--- config.mk ---
export PLATFORM = sky130hd
export DESIGN_NAME = fir_stream_param
export DESIGN_NICKNAME = d
export VERILOG_FILES = /design/src/rtl/fir_stream_param.sv
export SDC_FILE = /design/constraint.sdc
export NUM_CORES = 1
export LEC_CHECK = 0
export CAP_MARGIN = 30
export CORE_ASPECT_RATIO = 1.4
export CORE_UTILIZATION = 45
export CTS_BUF_LIST = sky130_fd_sc_hd__clkbuf_4 sky130_fd_sc_hd__clkbuf_8
export DETAILED_ROUTE_END_ITERATION = 12
export GPL_ROUTABILITY_DRIVEN = 0
export SYNTH_ARGS = -nofsm -noshare
export SYNTH_HDL_FRONTEND = slang
export SYNTH_SLANG_ARGS = --single-unit
export TNS_END_PERCENT = 30
--- constraint.sdc ---
create_clock -name clk -period 9.51 [get_ports clk]
set_input_delay 1.4265 -clock clk [delete_from_list [all_inputs] [get_ports clk]]
set_output_delay 1.4265 -clock clk [all_outputs]
set_load 0.02 [all_outputs]
--- src/rtl/fir_stream_param.sv ---
// fir_stream_param: streaming FIR filter with one multiplier that is shared across all taps.
//
// Each sample that is accepted shifts into the delay line. The block then runs TAPS
// multiply-accumulate cycles. It registers the sum and offers it on the output handshake.
// Only one sample is in flight at a time, so input and output never overlap.
//
// Ports
//   clk        single clock; all state changes on its rising edge
//   rst        asynchronous active-high reset
//   in_valid   sample offered
//   in_ready   block accepts a sample (IDLE only; held low while flush is high)
//   in_data    sample, DW bits, unsigned
//   out_valid  result offered
//   out_ready  consumer accepts the result
//   out_data   result, OW bits, unsigned; wide enough that it cannot overflow
//   coef_we    coefficient write request (honoured in IDLE only)
//   coef_addr  tap index of the write; writes with coef_addr >= TAPS are dropped
//   coef_data  coefficient value, CW bits, unsigned
//   coef_ack   one-cycle pulse after an accepted write
//   flush      zeroes the delay line when the block is idle
module fir_stream_param #(
   parameter int unsigned DW   = 8,
   parameter int unsigned CW   = 8,
   parameter int unsigned TAPS = 8,
   localparam int unsigned AW  = $clog2(TAPS),
   localparam int unsigned OW  = DW + CW + AW
) (
   input  logic          clk,
   input  logic          rst,
   input  logic          in_valid,
   output logic          in_ready,
   input  logic [DW-1:0] in_data,
   output logic          out_valid,
   input  logic          out_ready,
   output logic [OW-1:0] out_data,
   input  logic          coef_we,
   input  logic [AW-1:0] coef_addr,
   input  logic [CW-1:0] coef_data,
   output logic          coef_ack,
   input  logic          flush
);

   typedef enum logic [1:0] {StIdle, StMac, StOut} state_e;

   localparam logic [AW:0]   TapsW   = (AW + 1)'(TAPS);
   localparam logic [AW-1:0] LastIdx = AW'(TAPS - 1);

   state_e           state_q, state_d;
   logic [DW-1:0]    x_q [TAPS];
   logic [CW-1:0]    c_q [TAPS];
   logic [OW-1:0]    acc_q;
   logic [AW-1:0]    idx_q;
   logic             out_valid_q;
   logic [OW-1:0]    out_data_q;
   logic             coef_ack_q;

   logic             in_accept;
   logic             coef_ok;
   logic             mac_last;
   logic             out_fire;
   logic [DW+CW-1:0] prod;

   assign in_ready  = (state_q == StIdle) && !flush;
   assign in_accept = in_valid && in_ready;
   // The zero-extended compare catches out-of-range addresses when TAPS is not a power of 2.
   assign coef_ok   = (state_q == StIdle) && coef_we && ({1'b0, coef_addr} < TapsW);
   assign mac_last  = (idx_q == LastIdx);
   assign out_fire  = out_valid_q && out_ready;
   assign prod      = x_q[idx_q] * c_q[idx_q];

   always_comb begin
      state_d = state_q;
      case (state_q)
         StIdle:  if (in_accept) state_d = StMac;
         StMac:   if (mac_last)  state_d = StOut;
         StOut:   if (out_fire)  state_d = StIdle;
         default: state_d = StIdle;
      endcase
   end

   always_ff @(posedge clk or posedge rst) begin
      if (rst) begin
         state_q <= StIdle;
      end else begin
         state_q <= state_d;
      end
   end

   always_ff @(posedge clk or posedge rst) begin
      if (rst) begin
         for (int k = 0; k < int'(TAPS); k++) begin
            x_q[k] <= '0;
            c_q[k] <= CW'(k + 1);
         end
         acc_q       <= '0;
         idx_q       <= '0;
         out_valid_q <= 1'b0;
         out_data_q  <= '0;
         coef_ack_q  <= 1'b0;
      end else begin
         coef_ack_q <= coef_ok;
         // A write is registered on the accept edge, so the MAC that follows already
         // reads the new coefficient.
         if (coef_ok) c_q[coef_addr] <= coef_data;

         if (state_q == StIdle) begin
            if (flush) begin
               for (int k = 0; k < int'(TAPS); k++) x_q[k] <= '0;
            end else if (in_accept) begin
               for (int k = 1; k < int'(TAPS); k++) x_q[k] <= x_q[k-1];
               x_q[0] <= in_data;
               acc_q  <= '0;
               idx_q  <= '0;
            end
         end

         if (state_q == StMac) begin
            acc_q <= acc_q + OW'(prod);
            idx_q <= mac_last ? '0 : idx_q + AW'(1);
         end

         // The first OUT cycle copies acc into the output register. From then on,
         // out_valid and out_data come straight from flops and stay stable under
         // backpressure.
         if (state_q == StOut) begin
            if (!out_valid_q) begin
               out_valid_q <= 1'b1;
               out_data_q  <= acc_q;
            end else if (out_ready) begin
               out_valid_q <= 1'b0;
            end
         end
      end
   end

   assign out_valid = out_valid_q;
   assign out_data  = out_data_q;
   assign coef_ack  = coef_ack_q;

endmodule

==> impl_metrics.csv <==
group,metric,value,unit
final_layout,layout.nets,958,
routing,drtAntennaViolNets,0,
yosys,yosysUniqueCellTypes,58,
final_layout,instances_no_fill,1150,
yosys,synthTopCellsByArea,"dfrtp_1 39%, fa_1 9.8%, mux2_2 8.8%, mux4_2 6.6%, a22o_1 6.2%",
global_route,grt-busiest-layer,"met2",
worst_setup_path,slowest_stage,"mux4_2",
routing,dr.pass1.iters,4,
worst_setup_path,critPathArrivalTime,6.25,ns
power,ir_worst_vdd,128,uV
sta,worst_pin_slew,0.824,ns
global_route,met2_usage,34.2,%
sta,setup_viol,0,
yosys,synthesis.nets,918,
worst_setup_path,crit_type,"register to register",
cts,clk_latency,0.48,ns
worst_setup_path,critPathMostFrequentCell,"fa_1",
sta,fmax,170,MHz
global_route,grt_usage,19.9,%
global_route,grt_pass1_wl,35800,um
worst_setup_path,cp_cell_sequence,"buf_4, mux4_2, mux2i_4, or2_1, fa_1, fa_1, inv_1, fa_1, inv_1, fa_1, inv_1, ha_1, a21oi_1, o21ai_1, nor4b_1, or3_1, a32o_1",
yosys,async_reset_ff_share,100,%
yosys,syn_area,10200,um^2
die,design.die.area,23300,um^2
worst_setup_path,path_max_fanout,35,
die,ios,47,
cts,cts_resized,0,
cts,clock_sinks,173,
global_route,overflow,0,
yosys,seq_area_frac_synth,42.6,%
cts,clk_pin_slew_worst_paths,0.09,ns
placed_design,numPortBuffers,46,
cts,htreeDepth,4,
cts,cts_setup_buffers,0,
cts,cts_tree,"yes",
routing,drt_wl_total,20800,um
sta,maxSlewHeadroom,45.1,%
sta,skew,0.0173,ns
global_route,antenna_found_initial,0,
die,die_h,180,um
routing,wl_per_cell,18.1,um
worst_setup_path,max_stage_delay,0.62,ns
yosys,ys_ff_latch,173,
yosys,yosysMostFrequentCell,"dfrtp_1",
final_layout,drive_gt1_share,22.4,%
routing,drc,0,
yosys,synth_warnings,0,
sta,drv_slew,0,
global_route,grt_util_met1,25.1,%
die,rows,64,
yosys,syn_area_per_cell,12.7,um^2
sta,finalCriticalPeriod,5.88,ns
cts,cts-root-buf,"clkbuf_8",
yosys,synth.top_cell.area_share,39.3,%
yosys,synth_common_cells,"160 x dfrtp_1, 98 x inv_1, 80 x mux2_2",
yosys,ys.flop_type,"dfrtp_1",
routing,avgViaCountPerCell,5.47,
worst_setup_path,critPathCaptureType,"register",
yosys,synthCells,800,
die,core-area,22000,um^2
sta,hold_viol_final,0,
sta,final.setup.tns,0,ns
global_route,met3_usage,3.21,%
routing,via_count,6285,
final_layout,syn2layout_area_growth,11.5,%
placed_design,dpl.cell_count,1117,
yosys,yosys.area.top_type,"dfrtp_1",
cts,cts_hold_buf,0,
final_layout,antenna_cells,0,
power,power_leakage,5.29,nW
die,die_x,129,um
yosys,synth_edf_count,0,
placed_design,hpwl,14900,um
sta,fin_crit_sh,61.8,%
global_route,grt_max_degree,93,
die,initial_utilization,46.3,%
worst_setup_path,required,9.88,ns
hold_path,hp-class,"register to register",
global_route,grt_pass1_vias,6786,
power,p_per_area,275,nW/um^2
outcome,status,"complete, no violations",
cts,numCtsBuffers,17,
routing,drtIter0Drc,333,
cts,clk_path_buf_depth,2,
run,max_cap_viol_count,0,
sta,rsz0062_at_grt,"false",
worst_setup_path,cp-start-kind,"register",
==> kinds of logic after synthesis <==
family / count (synthesis) / share of synthesized area, %
AO/OA/AOI/OAI: 128 / 9.79
XOR/XNOR: 8 / 0.688
adder cells (fa/ha/maj): 93 / 15.1
buffers and inverters: 134 / 5.62
flip-flops: 173 / 42.6
multiplexers: 133 / 19.9
AND/OR/NAND/NOR: 131 / 6.26
==> routing by layer <==
layer,up-vias,share of wire (%)
met1,3273,43
met5,-,0
li1,2887,-
met3,32,1.9
met2,93,52
met4,0,2.4
==> final timing paths <==
check / cells past startpoint / startpoint / end / slack, ns
worst max-delay path: 17 / idx_q[0] / acc_q[16] / 3.63
worst min-delay path: 1 / out_data[7] / out_data[7] / 0.49
worst max register to register: 17 / idx_q[0] / acc_q[16] / 3.63
worst min register to register: 1 / out_data[7] / out_data[7] / 0.49
max in group asynchronous: 4 / rst / c_q[17] / 6.90
min in group asynchronous: 2 / rst / x_q[24] / 1.49
==> metrics by stage <==
step           total power, W  worst slack [ns]  util (%)  cell area, um^2  hold slack (ns)
6_report              0.00313              3.63      51.6            11400            0.492
5_1_grt               0.00338              3.21      51.6            11400            0.516
4_1_cts               0.00316              3.61      51.5            11300            0.497
3_5_place_dp          0.00262              3.60      49.6            10900            0.479
3_3_place_gp          0.00256              3.70      49.5            10900            0.468
2_1_floorplan         0.00227              3.42         -            10200            0.443
==> registers in the layout, indices dropped and copies added, names as in the netlist <==
signal,count
state_q,2
acc_q,19
idx_q,3
x_q,64
out_data,19
c_q,64
out_valid,1
coef_ack,1
==> power by group <==
group | internal, W | switching [W]
logic | 0.000680 | 0.000817
registers | 0.000962 | 0.000135
clock network | 0.000253 | 0.000278
total | 0.00189 | 0.00123
==> critical path: cells and delay by family, from the launching register on <==
kind | cells | cell delay (ns)
AND/OR/NAND/NOR | 3 | 0.66
buffers and inverters | 4 | 0.68
adder cells (fa/ha/maj) | 5 | 2.35
AO/OA/AOI/OAI | 3 | 0.73
multiplexers | 2 | 0.95
flip-flops | 1 | 0.35
==> cell type report <==
| cell class | count | area [um^2] |
|---|---|---|
| fillers | 1899 | 10700 |
| multi-input cells | 493 | 5290 |
| flip-flops and latches | 173 | 4350 |
| repair buffers | 56 | 576 |
| inverters | 99 | 377 |
| well taps | 297 | 372 |
| clock buffers | 21 | 270 |
| clock inverters | 11 | 133 |
==> placed cells by master (no fill, tap or decap), types with 9 or more instances in the layout <==
cell,n
dfstp_2,13
clkdlybuf4s50_1,46
clkbuf_8,18
or2_1,9
inv_1,97
nor2_1,44
fa_1,50
nand2_1,32
dfrtp_1,158
nand2b_1,14
mux2i_4,14
a21oi_1,16
ha_1,43
o21ai_0,11
mux2_2,80
a22o_1,72
mux4_2,30
No activity file was read; power rests on OpenSTA's default activity.
